==> config.mk <==
export PLATFORM = sky130hd
export DESIGN_NAME = amiga_eclk_cycle
export DESIGN_NICKNAME = d
export VERILOG_FILES = /design/src/rtl/amiga_eclk_cycle.sv
export SDC_FILE = /design/constraint.sdc
export NUM_CORES = 1
export LEC_CHECK = 0
export BUFFER_PORTS_ARGS = -buffer_cell sky130_fd_sc_hd__buf_2
export CAP_MARGIN = 20
export CORE_ASPECT_RATIO = 0.9
export CORE_UTILIZATION = 40
export CTS_CLUSTER_DIAMETER = 200
export DETAILED_ROUTE_END_ITERATION = 10
export PLACE_DENSITY = 0.65
export SLEW_MARGIN = 10
export SYNTH_ARGS = -nofsm -noshare
export SYNTH_HDL_FRONTEND = slang
export SYNTH_SLANG_ARGS = --single-unit
export TNS_END_PERCENT = 100
==> constraint.sdc <==
create_clock -name clk_28 -period 2.39 [get_ports clk_28]
set_input_delay 0.239 -clock clk_28 [delete_from_list [all_inputs] [get_ports clk_28]]
set_output_delay 0.239 -clock clk_28 [all_outputs]
set_load 0.1 [all_outputs]
==> src/rtl/amiga_eclk_cycle.sv <==
// amiga_eclk_cycle
//
// Purpose:
//   Sequences a 6800-style synchronous peripheral cycle (CIA bus) on the
//   28 MHz domain. A CPU request is aligned to the 0.709 MHz E clock derived
//   from the one-hot eclk phase supplied by the clock generator. VMA is
//   asserted from the count 4 sample to the count 9 sample, and the transfer
//   strobe and a one-cycle acknowledge are issued at the E falling point.
//
// Ports:
//   clk_28      in   28 MHz clock, all flops on its rising edge
//   rst         in   synchronous active-high reset
//   clk7_en     in   7 MHz enable; a cycle with clk7_en=1 is a "sample"
//   eclk[9:0]   in   one-hot E phase; non-one-hot values mean "no count"
//   req         in   CPU request level, held until ack
//   we          in   write when 1, latched when the request is accepted
//   wdata[7:0]  in   write data, latched when the request is accepted
//   rdata[7:0]  out  read data, valid from ack onward
//   ack         out  one-cycle completion pulse
//   err         out  watchdog abort flag, pulses with ack
//   vma         out  valid memory address
//   e           out  E clock level
//   per_sel     out  peripheral select (coincident with vma)
//   per_we      out  peripheral write enable
//   per_wdata   out  peripheral write data
//   per_strobe  out  one-cycle transfer strobe at the E falling point
//   per_rdata   in   peripheral read data, captured at the count 9 sample
//
// Configuration:
//   AMIGA_ECLK_TIMEOUT_EN  when defined, a watchdog aborts a request that
//                          waits TMO_SAMPLES samples in SYNC without seeing
//                          count 4 (ack+err, rdata=0xFF). When undefined,
//                          err is tied low and SYNC waits indefinitely.

module amiga_eclk_cycle #(
  parameter int TMO_SAMPLES = 12
) (
  input  logic       clk_28,
  input  logic       rst,
  input  logic       clk7_en,
  input  logic [9:0] eclk,
  input  logic       req,
  input  logic       we,
  input  logic [7:0] wdata,
  output logic [7:0] rdata,
  output logic       ack,
  output logic       err,
  output logic       vma,
  output logic       e,
  output logic       per_sel,
  output logic       per_we,
  output logic [7:0] per_wdata,
  output logic       per_strobe,
  input  logic [7:0] per_rdata
);

  typedef enum logic [1:0] {IDLE, SYNC, ACTIVE, DONE} state_t;

  state_t     state;
  logic       we_lat;
  logic [7:0] wdata_lat;

  // A phase only counts when exactly one eclk bit is set; clearing the
  // lowest set bit leaves zero only for a one-hot value.
  logic onehot;
  logic cnt4, cnt5, cnt9;

  assign onehot = (eclk != 10'd0) && ((eclk & (eclk - 10'd1)) == 10'd0);
  assign cnt4   = clk7_en && onehot && eclk[4];
  assign cnt5   = clk7_en && onehot && eclk[5];
  assign cnt9   = clk7_en && onehot && eclk[9];

`ifdef AMIGA_ECLK_TIMEOUT_EN
  localparam int TW = $clog2(TMO_SAMPLES + 1);

  logic [TW-1:0] tmo_cnt;
  logic          tmo_hit;

  // The watchdog fires on the sample that would be the TMO_SAMPLES-th one
  // spent waiting in SYNC with the request still held.
  assign tmo_hit = (tmo_cnt == TW'(TMO_SAMPLES - 1));
`else
  assign err = 1'b0;
`endif

  // Single sequencer: ack/per_strobe/err are one-cycle pulses defaulting low;
  // the E level free-runs from the phase regardless of the bus state.
  always_ff @(posedge clk_28) begin
    if (rst) begin
      state      <= IDLE;
      we_lat     <= 1'b0;
      wdata_lat  <= 8'h00;
      rdata      <= 8'h00;
      ack        <= 1'b0;
      vma        <= 1'b0;
      e          <= 1'b0;
      per_sel    <= 1'b0;
      per_we     <= 1'b0;
      per_wdata  <= 8'h00;
      per_strobe <= 1'b0;
`ifdef AMIGA_ECLK_TIMEOUT_EN
      err        <= 1'b0;
      tmo_cnt    <= '0;
`endif
    end else begin
      ack        <= 1'b0;
      per_strobe <= 1'b0;
`ifdef AMIGA_ECLK_TIMEOUT_EN
      err        <= 1'b0;
      if (state == SYNC && clk7_en && req && !cnt4)
        tmo_cnt <= tmo_cnt + TW'(1);
      else if (state != SYNC)
        tmo_cnt <= '0;
`endif

      if (cnt5)
        e <= 1'b1;
      else if (cnt9)
        e <= 1'b0;

      case (state)
        IDLE: begin
          if (clk7_en && req) begin
            we_lat    <= we;
            wdata_lat <= wdata;
            // Request already aligned: drive the bus from the live inputs
            // since the latch is only being loaded this same edge.
            if (cnt4) begin
              vma       <= 1'b1;
              per_sel   <= 1'b1;
              per_we    <= we;
              per_wdata <= wdata;
              state     <= ACTIVE;
            end else begin
              state <= SYNC;
            end
          end
        end

        SYNC: begin
          if (clk7_en) begin
            if (!req) begin
              state <= IDLE;
            end else if (cnt4) begin
              vma       <= 1'b1;
              per_sel   <= 1'b1;
              per_we    <= we_lat;
              per_wdata <= wdata_lat;
              state     <= ACTIVE;
            end
`ifdef AMIGA_ECLK_TIMEOUT_EN
            else if (tmo_hit) begin
              ack   <= 1'b1;
              err   <= 1'b1;
              rdata <= 8'hFF;
              state <= DONE;
            end
`endif
          end
        end

        ACTIVE: begin
          // req is deliberately ignored: a VMA cycle always runs to the end.
          if (cnt9) begin
            per_strobe <= 1'b1;
            ack        <= 1'b1;
            if (!we_lat)
              rdata <= per_rdata;
            vma     <= 1'b0;
            per_sel <= 1'b0;
            per_we  <= 1'b0;
            state   <= DONE;
          end
        end

        DONE: begin
          if (!req)
            state <= IDLE;
        end

        default: state <= IDLE;
      endcase
    end
  end

endmodule

==> results of run 1 <==
==> critical path: stages, from the launching register on <==
cell      delay (ps)
dfxtp_1          410
inv_1             80
ha_1             260
or2_2            360
a21o_1           220
a221oi_2         190
mux2_1           330
==> metal layers <==
metal / global-route usage (%) / up-vias
met5: 0 / -
met4: 5.250 / 0
met3: 6.240 / 2
met2: 25.60 / 53
met1: 21.36 / 638
li1: - / 727
==> through the flow <==
stage / setup WS, ps / cell area [sq um] / hold WS (ps) / std cells / total power [W]
floorplan: 335.4 / 1674 / 375.0 / 179 / 0.0007096
finish: 404.7 / 2033 / 192.8 / 279 / 0.001158
detailed placement: 111.7 / 1946 / 445.4 / 271 / 0.0007604
global route: 269.3 / 2033 / 196.9 / 279 / 0.001218
CTS: 391.3 / 2033 / 184.2 / 279 / 0.001168
global placement: 133.4 / 1946 / 440.5 / 271 / 0.0007594
==> registers in the layout, summed over array words and instances (netlist names) <==
signal / flops
we_lat: 1
per_sel: 1
per_strobe: 1
rdata: 8
e: 1
state: 2
per_wdata: 8
per_we: 1
wdata_lat: 8
vma: 1
==> cell families (layout without fill, tap and decap cells) <==
group | after synthesis | after routing | synth area share [%]
buf+inv | 14 | 68 | 5.455
xor+xnor | 1 | 1 | 0.5233
other cells | 1 | 1 | 0.2240
compound gates | 29 | 29 | 12.33
fa+ha+maj | 4 | 4 | 2.990
flops | 32 | 32 | 38.27
mux | 28 | 28 | 17.71
simple gates | 70 | 70 | 22.50
==> worst min-delay path by stage <==
stage | start | endpoint | slack [ps] | cells after the start
2_1_floorplan | wdata[0] | wdata_lat[0]$_SDFFE_PP0P_ | 370 | 2
3_3_place_gp | wdata_lat[1]$_SDFFE_PP0P_ | wdata_lat[1]$_SDFFE_PP0P_ | 440 | 2
3_5_place_dp | wdata_lat[0]$_SDFFE_PP0P_ | wdata_lat[0]$_SDFFE_PP0P_ | 450 | 2
4_1_cts | per_rdata[3] | rdata[3]$_SDFFE_PP0P_ | 180 | 3
5_1_grt | wdata[6] | wdata_lat[6]$_SDFFE_PP0P_ | 200 | 3
6_report | per_rdata[1] | rdata[1]$_SDFFE_PP0P_ | 190 | 3
==> area by class of cell <==
| class | count | area (sq um) | share of cell area (%) |
|---|---|---|---|
| tap | 46 | 57.56 | 2.831 |
| clock inverter | 3 | 18.77 | 0.9231 |
| timing repair buffer | 56 | 290.3 | 14.28 |
| sequential | 32 | 640.6 | 31.51 |
| multi-input combinational | 133 | 942.2 | 46.34 |
| clock buffer | 5 | 68.82 | 3.385 |
| inverter | 4 | 15.01 | 0.7385 |
==> cell usage in the layout, fill, tap and decap left out, drive strengths merged, types with 4 or more instances in the layout <==
cell	Yosys	layout
a21oi	13	13
buf	6	56
clkbuf	3	5
dfxtp	32	32
ha	4	4
inv	4	4
mux2	10	10
mux2i	18	18
nand2	23	23
nand3	4	4
nand4	5	5
nor2	23	23
or2	4	4
==> report_power, final <==
part	internal, W	switching, W	total [W]
Clock	0.000203	0.000205	0.000408
Combinational	0.0000789	0.000117	0.000196
Sequential	0.000546	0.00000849	0.000554
Total	0.000827	0.000330	0.00116
==> impl_metrics.env, run 1 <==
export IMPL_status="completed"
export IMPL_path_class="reg2reg"
export IMPL_rows=21
export IMPL_routed_wl_met2_mm=1.513
export IMPL_fin_crit_ps=1985
export IMPL_drc=0
export IMPL_hold_viol_final=0
export IMPL_die_h_um=63.38
export IMPL_synth_seq_cells=32
export IMPL_antenna_found_initial=0
export IMPL_yosys_warnings=0
export IMPL_crit_required_ps=2560
export IMPL_wl_per_cell_um=12.57
export IMPL_grt_max_degree=36
export IMPL_p_leak_nw=0.8690
export IMPL_synth_cell_area_sq_um=1674
export IMPL_path_clk_slew_ps=70
export IMPL_r2r_cells=6
export IMPL_maxCapViolations=0
export IMPL_routabilityCongestion=0.7969
export IMPL_port_buffers=52
export IMPL_r2r_end="per_we$_SDFFE_PP0P_"
export IMPL_cts_root_buf="clkbuf_8"
export IMPL_routed_wl_mm=3.508
export IMPL_top_layer_used="met4"
export IMPL_async_reset_ff_share_pct=0
export IMPL_coreArea_sq_um=3862
export IMPL_cp_max_fo=6
export IMPL_nNetsFinal=267
export IMPL_yosysTopAreaCell="dfxtp_1"
export IMPL_vias_per_cell=5.090
export IMPL_synth_most_common_cell="dfxtp_1"
export IMPL_vias=1420
export IMPL_die_x_um=70.20
export IMPL_timing_fmax_ghz=0.5037
export IMPL_cts_setup_buffers=0
export IMPL_ir_worst_vdd_v=0.0003791
export IMPL_arrival_ps=2150
export IMPL_hp_class="in2reg"
export IMPL_cp_start_kind="flip-flop"
export IMPL_avgSynthCellArea_sq_um=9.353
export IMPL_netlist_area_leader_share_pct=38.27
export IMPL_dieArea_sq_um=4449
export IMPL_io_pins=54
export IMPL_ff2ff_setup_slack_ps=400
export IMPL_syn_nets=214
export IMPL_drt_pass1_iter_count=4
export IMPL_clk_latency_ps=280
export IMPL_setup_viol=0
export IMPL_met1_length_mm=1.708
export IMPL_post_dp_hpwl_mm=2.446
export IMPL_reg2reg_from="state[0]$_SDFFE_PP0P_"
export IMPL_period_share_pct=83.07
export IMPL_drtIter0Drc=42
export IMPL_overflow=0
export IMPL_start_util_pct=43.34
export IMPL_n_antenna_cell=0
export IMPL_crit_path_start="state[0]$_SDFFE_PP0P_"
export IMPL_crit_path_end_kind="flip-flop"
export IMPL_wl_met3_um=257
export IMPL_clockBufferDepth=2
export IMPL_p_per_area_nw_per_um2=569.4
export IMPL_grt_pass1_wl_mm=5.816
export IMPL_nFillCells=368
export IMPL_endpoint="per_we$_SDFFE_PP0P_"
export IMPL_cts_tree="built"
export IMPL_area_growth_syn_to_layout_pct=21.45
export IMPL_ctsHoldBuffers=0
export IMPL_ant_nets=0
export IMPL_slew_violations=0
export IMPL_rsz0062_at_grt="false"
export IMPL_fin_util_pct=52.64
export IMPL_synth_edff_count=0
export IMPL_syn_instance_count=179
export IMPL_synth_ff_type="dfxtp_1"
export IMPL_cts_resized=0
export IMPL_synth_commonest_cells="32 x dfxtp_1, 23 x nand2_1, 22 x nor2_1, 17 x mux2i_1, 13 x a21oi_1"
export IMPL_groute_usage_overall_pct=16.59
export IMPL_max_slew_margin_pct=56.62
export IMPL_ys_seq_area_share_pct=38.27
export IMPL_finalSetupTns_ps=0
export IMPL_h_tree_depth=2
export IMPL_synth_cell_types=44
export IMPL_numCtsBuffers=5
export IMPL_netlist_top_cells_area="dfxtp_1 38%, mux2i_1 10%, mux2_2 6.1%"
export IMPL_drive_gt1_share_pct=36.48
export IMPL_fin_worst_skew_ps=3.620
export IMPL_worst_slew_pin_slew_ps=650.8
export IMPL_grt_pass1_vias=1314
export IMPL_cts_sinks=32
Note: power is estimated with default switching activity, not from simulation.
==> inputs of run 2 (changes only) <==
--- a/config.mk
+++ b/config.mk
@@ -5,13 +5,14 @@
 export SDC_FILE = /design/constraint.sdc
 export NUM_CORES = 1
 export LEC_CHECK = 0
+export ABC_AREA = 1
 export BUFFER_PORTS_ARGS = -buffer_cell sky130_fd_sc_hd__buf_2
 export CAP_MARGIN = 20
 export CORE_ASPECT_RATIO = 0.9
 export CORE_UTILIZATION = 40
 export CTS_CLUSTER_DIAMETER = 200
 export DETAILED_ROUTE_END_ITERATION = 10
-export PLACE_DENSITY = 0.65
+export PLACE_DENSITY = 0.68
 export SLEW_MARGIN = 10
 export SYNTH_ARGS = -nofsm -noshare
 export SYNTH_HDL_FRONTEND = slang
==> constraint.sdc (replaced) <==
create_clock -name clk_28 -period 1.8 [get_ports clk_28]
set_input_delay 0.18 -clock clk_28 [delete_from_list [all_inputs] [get_ports clk_28]]
set_output_delay 0.18 -clock clk_28 [all_outputs]
set_load 0.1 [all_outputs]
==> impl_metrics.env, run 2 <==
export IMPL_cts_root_buf="clkbuf_8"
export IMPL_use_met3_pct=5.109
export IMPL_syn_nets=266
export IMPL_hp_class="in2reg"
export IMPL_antenna_found_initial=0
export IMPL_p_int_w=0.001410
export IMPL_dieArea_sq_um=4252
export IMPL_preCtsSetupSlack_ps=-60.58
export IMPL_die_h_um=61.96
export IMPL_overflow=0
export IMPL_arrival_ps=1820
export IMPL_h_tree_depth=2
export IMPL_path_common_cell="nor2_1"
export IMPL_synth_seq_cells=32
export IMPL_ant_nets=0
export IMPL_p_leak_nw=0.9724
export IMPL_drc=0
export IMPL_reg_top3="per_wdata: 8 flops, rdata: 8 flops, wdata_lat: 8 flops"
export IMPL_cts_setup_buffers=0
export IMPL_groute_usage_overall_pct=18.23
export IMPL_cp_slowest_stage_delay_ps=380
export IMPL_synth_edff_count=0
export IMPL_cts_sinks=32
export IMPL_async_reset_ff_share_pct=0
export IMPL_cp_start_kind="flip-flop"
export IMPL_grt_pass1_wl_mm=5.664
export IMPL_switching_share_pct=34.00
export IMPL_pwr_share_comb_pct=31.5
export IMPL_grt_pass1_vias=1381
export IMPL_slew_violations=0
export IMPL_drt_pass1_iter_count=5
export IMPL_io_pins=54
export IMPL_netlist_top_cells_area="dfxtp_1 40%, o21ai_0 11%, nand2_1 9.2%"
export IMPL_final_cells=333
export IMPL_timing_fmax_ghz=0.6082
export IMPL_crit_chain="inv_1, ha_1, nor2_2, o22ai_1, a21oi_1, nand3_1, nor2_1, nor2_1"
export IMPL_hold_worst_slack_ps=79.47
export IMPL_port_buffers=52
export IMPL_critPathSlowestCell="dfxtp_1"
export IMPL_post_place_cells=325
export IMPL_multi_input_area_sq_um=787.0
export IMPL_cp_max_fo=4
export IMPL_vias_per_cell=4.811
export IMPL_ctsHoldBuffers=0
export IMPL_fin_crit_ps=1644
export IMPL_avgSynthCellArea_sq_um=6.917
export IMPL_synth_ff_type="dfxtp_1"
export IMPL_post_dp_hpwl_mm=2.597
export IMPL_gr_usage_met1_pct=23.00
export IMPL_clockBufferDepth=2
export IMPL_crit_path_end_kind="flip-flop"
export IMPL_rsz0062_at_grt="false"
export IMPL_die_x_um=68.62
export IMPL_nFillCells=393
export IMPL_status="completed"
export IMPL_netlist_area_leader_share_pct=40.09
export IMPL_yosys_warnings=0
export IMPL_vias=1602
export IMPL_p_per_area_nw_per_um2=1056
export IMPL_switchingPower_w=0.0007263
export IMPL_ys_seq_area_share_pct=40.09
export IMPL_hold_viol_final=0
export IMPL_seqPwrFrac_pct=37.5
export IMPL_path_class="reg2reg"
export IMPL_fin_worst_skew_ps=3.814
export IMPL_regArea_sq_um=640.6
export IMPL_clkPwrFrac_pct=31.0
export IMPL_n_antenna_cell=0
export IMPL_maxCapViolations=0
export IMPL_routabilityCongestion=0.8220
export IMPL_path_buf_inv=1
export IMPL_wl_per_cell_um=10.33
export IMPL_yosysTopAreaCell="dfxtp_1"
export IMPL_synth_cell_area_sq_um=1598
export IMPL_drtIter0Drc=55
export IMPL_synth_most_common_cell="nand2_1"
export IMPL_cts_tree="built"
export IMPL_crit_family="simple AND/OR/NAND/NOR gates"
export IMPL_drive_gt1_share_pct=27.18
export IMPL_numCtsBuffers=5
export IMPL_routed_wl_mm=3.441
export IMPL_setup_slack_ps=155.8
export IMPL_crit_required_ps=1980
export IMPL_grt_max_degree=30
export IMPL_top_usage_layer="met2"
export IMPL_nNetsFinal=321
export IMPL_area_growth_syn_to_layout_pct=26.62
export IMPL_period_share_pct=91.34
export IMPL_syn_instance_count=231
export IMPL_synth_commonest_cells="39 x nand2_1, 35 x o21ai_0, 32 x dfxtp_1, 32 x nor2_1, 29 x inv_1"
export IMPL_synth_cell_types=25
export IMPL_rows=21
export IMPL_coreArea_sq_um=3784
export IMPL_start_util_pct=42.23
export IMPL_final_cell_mix="52 x buf_2, 39 x nand2_1, 35 x o21ai_0"
export IMPL_setup_viol=0
export IMPL_use_met2_pct=28.71
export IMPL_path_clk_slew_ps=60
export IMPL_ir_worst_vdd_v=0.0006532
export IMPL_clk_latency_ps=280
export IMPL_layout_commonest_cell="buf_2"
==> run 2: cell count changes after synthesis, sizes merged, moves of 3 or more <==
cell and change:
nand2 +16, or2 -4, inv +26, mux2 -10
nor2 +12, a211oi -3, nand3 +6, o21ai +36
clkbuf +3, a21oi +13, mux2i -18, a21o -3
buf -3
==> run 2: per-stage QoR <==
stage	power, W	util (%)	setup TNS (ps)	cell area, sq um
2_1_floorplan	0.001324	-	0	1598
3_3_place_gp	0.001472	50.56	0	1913
3_5_place_dp	0.001483	50.56	-351.3	1913
4_1_cts	0.002145	53.41	0	2021
5_1_grt	0.002289	53.47	0	2023
6_report	0.002136	53.47	0	2023
==> run 2: cell families (layout without fill, tap and decap cells) <==
logic type / count (synthesis) / count (layout) / synth area share [%]
flip-flops: 32 / 32 / 40.09
adder cells (fa/ha/maj): 4 / 4 / 3.132
buffers and inverters: 40 / 96 / 10.81
AO/OA/AOI/OAI: 65 / 65 / 21.54
AND/OR/NAND/NOR: 89 / 89 / 24.20
other: 1 / 1 / 0.2347
==> run 2: area by class of cell <==
| class | count | share of cell area [%] |
|---|---|---|
| clock buffer | 6 | 3.587 |
| timing repair buffer | 58 | 15.71 |
| multi-input combinational | 159 | 38.90 |
| clock inverter | 2 | 1.732 |
| sequential | 32 | 31.66 |
| inverter | 30 | 5.566 |
| tap | 46 | 2.845 |
==> run 2: per-layer routing <==
metal,part of all wire [%],vias to the layer above
li1,-,850
met1,48,700
met2,45,46
met3,5.3,6
met4,1.8,0
met5,0,-
==> run 2: worst paths after layout <==
path | startpoint | end | slack (ps) | cells past startpoint
worst max register to register | state[0]$_SDFFE_PP0P_ | state[1]$_SDFFE_PP0P_ | 160 | 8
worst min register to register | wdata_lat[5]$_SDFFE_PP0P_ | wdata_lat[5]$_SDFFE_PP0P_ | 450 | 2
worst max-delay path | state[0]$_SDFFE_PP0P_ | state[1]$_SDFFE_PP0P_ | 160 | 8
worst min-delay path | rst | e$_SDFFE_PP0P_ | 80 | 2
==> run 2: power groups by stage <==
stage                     combinational [W]  clock, W  sequential, W
after floorplan                    0.000436         0       0.000888
after global placement             0.000657         0       0.000815
after detailed placement           0.000666         0       0.000817
after CTS                          0.000667  0.000676       0.000801
after global routing               0.000777  0.000705       0.000807
final                              0.000674  0.000661       0.000801
==> run 2: timing repair <==
| item | CTS | global route |
|---|---|---|
| endpoints found under the hold margin | 0 | 0 |
| gates resized for setup | 0 | 2 |
| setup endpoints to repair | 0 | 4 |
==> inputs of run 3 (changes only) <==
--- a/config.mk
+++ b/config.mk
@@ -9,10 +9,10 @@
 export BUFFER_PORTS_ARGS = -buffer_cell sky130_fd_sc_hd__buf_2
 export CAP_MARGIN = 20
 export CORE_ASPECT_RATIO = 0.9
-export CORE_UTILIZATION = 40
+export CORE_UTILIZATION = 45
 export CTS_CLUSTER_DIAMETER = 200
 export DETAILED_ROUTE_END_ITERATION = 10
-export PLACE_DENSITY = 0.68
+export PLACE_DENSITY = 0.76
 export SLEW_MARGIN = 10
 export SYNTH_ARGS = -nofsm -noshare
 export SYNTH_HDL_FRONTEND = slang
==> impl_metrics.env, run 3 (same netlist as run 2, synthesis figures left out) <==
export IMPL_setup_viol=0
export IMPL_crit_path_start="state[0]$_SDFFE_PP0P_"
export IMPL_path_clk_slew_ps=60
export IMPL_reg_top3="per_wdata: 8 flops, rdata: 8 flops, wdata_lat: 8 flops"
export IMPL_hp_start="rst"
export IMPL_nFillCells=352
export IMPL_io_pins=54
export IMPL_clockBufferDepth=2
export IMPL_ir_worst_vdd_v=0.0006491
export IMPL_fin_worst_skew_ps=3.107
export IMPL_hold_viol_final=0
export IMPL_multi_input_area_sq_um=792.0
export IMPL_p_per_area_nw_per_um2=1010
export IMPL_reg2reg_from="state[0]$_SDFFE_PP0P_"
export IMPL_n_antenna_cell=0
export IMPL_r2r_end="vma$_SDFFE_PP0P_"
export IMPL_ff2ff_setup_slack_ps=230
export IMPL_rows=20
export IMPL_clk_latency_ps=270
export IMPL_vias=1525
export IMPL_wl_per_cell_um=9.858
export IMPL_groute_usage_overall_pct=18.54
export IMPL_period_share_pct=87.25
export IMPL_numCtsBuffers=5
export IMPL_post_place_cells=322
export IMPL_cts_root_buf="clkbuf_8"
export IMPL_cp_max_fo=4
export IMPL_overflow=0
export IMPL_cp_start_kind="flip-flop"
export IMPL_area_growth_syn_to_layout_pct=25.37
export IMPL_grt_pass1_vias=1358
export IMPL_ant_nets=0
export IMPL_start_util_pct=47.30
export IMPL_h_tree_depth=2
export IMPL_drt_pass1_iter_count=4
export IMPL_maxCapViolations=0
export IMPL_endpoint="vma$_SDFFE_PP0P_"
export IMPL_layout_commonest_cell="buf_2"
export IMPL_slew_violations=0
export IMPL_regArea_sq_um=640.6
export IMPL_nNetsFinal=320
export IMPL_antenna_found_initial=0
export IMPL_dieArea_sq_um=3793
export IMPL_final_cells=330
export IMPL_p_leak_nw=0.9674
export IMPL_die_x_um=64.81
export IMPL_hp_class="in2reg"
export IMPL_arrival_ps=1770
export IMPL_coreArea_sq_um=3378
export IMPL_cts_tree="built"
export IMPL_path_class="reg2reg"
export IMPL_vias_per_cell=4.621
export IMPL_drtIter0Drc=51
export IMPL_routed_wl_mm=3.253
export IMPL_drive_gt1_share_pct=26.92
export IMPL_crit_required_ps=2000
export IMPL_crit_path_end_kind="flip-flop"
export IMPL_grt_pass1_wl_mm=5.423
export IMPL_final_cell_mix="52 x buf_2, 39 x nand2_1, 35 x o21ai_0"
export IMPL_port_buffers=52
export IMPL_rsz0062_at_grt="false"
export IMPL_r2r_cells=9
export IMPL_power_w=0.002023
export IMPL_routabilityCongestion=0.7877
export IMPL_grt_max_degree=30
export IMPL_fin_crit_ps=1570
export IMPL_cts_sinks=32
export IMPL_die_h_um=58.53
export IMPL_drc=0
export IMPL_post_dp_hpwl_mm=2.535
export IMPL_timing_fmax_ghz=0.6368
export IMPL_status="completed"
[run 3: cell count changes in the layout (fill, tap and decap cells not counted), sizes merged]
| cell | before | now |
|---|---|---|
| buf | 58 | 57 |
| clkinv | 1 | 2 |
| bufinv | 1 | 0 |
[run 3: critical path: stages, from the launching register on]
cell and delay (ps):
dfxtp_1 380, inv_1 80, ha_1 240, nor2_4 160, inv_1 60, a21oi_1 150, nand2_1 80, inv_1 100
nand3_1 110, a21oi_1 150
[run 3: metal layers]
metal / vias up / share of wire [%] / global-route usage (%)
li1: 853 / - / -
met1: 628 / 49 / 22.89
met2: 38 / 44 / 30.21
met3: 6 / 6.1 / 5.620
met4: 0 / 1.4 / 7.619
met5: - / 0 / 0
[run 3: worst min-delay path by stage]
stage	cells after the start	slack [ps]	endpoint
3_3_place_gp	2	380	e$_SDFFE_PP0P_
2_1_floorplan	1	250	e$_SDFFE_PP0P_
5_1_grt	2	90	e$_SDFFE_PP0P_
6_report	2	90	e$_SDFFE_PP0P_
4_1_cts	2	80	e$_SDFFE_PP0P_
3_5_place_dp	2	370	e$_SDFFE_PP0P_
[run 3: power breakdown]
part / internal [W] / leakage [nW] / total (W) / switching, W
sequential: 0.000772 / 0.260 / 0.000802 / 0.0000295
combinational: 0.000233 / 0.657 / 0.000677 / 0.000444
clock: 0.000304 / 0.0510 / 0.000544 / 0.000240
[run 3: timing repair]
| item | CTS | global route |
|---|---|---|
| setup buffers | 0 | 0 |
| hold buffers | 0 | 0 |
| resized for setup | 0 | 2 |
| endpoints found under the setup margin | 0 | 4 |
[run 3: area by class of cell]
type | instances | share of cell area [%]
multi-input combinational | 159 | 39.54
tap | 44 | 2.748
clock buffer | 6 | 4.122
clock inverter | 2 | 0.4997
timing repair buffer | 57 | 15.49
inverter | 30 | 5.621
sequential | 32 | 31.98
[run 3: stage by stage]
step           hold WS, ps  TNS (ps)  util (%)  instance area [sq um]  setup WS (ps)
6_report             89.19         0     59.30                   2003          229.5
5_1_grt              85.12         0     59.30                   2003          41.26
4_1_cts              83.16         0     59.07                   1996          110.5
3_5_place_dp         374.9    -19.40     56.33                   1903         -16.36
3_3_place_gp         377.0         0     56.33                   1903          25.45
2_1_floorplan        249.1         0         -                   1598          165.1
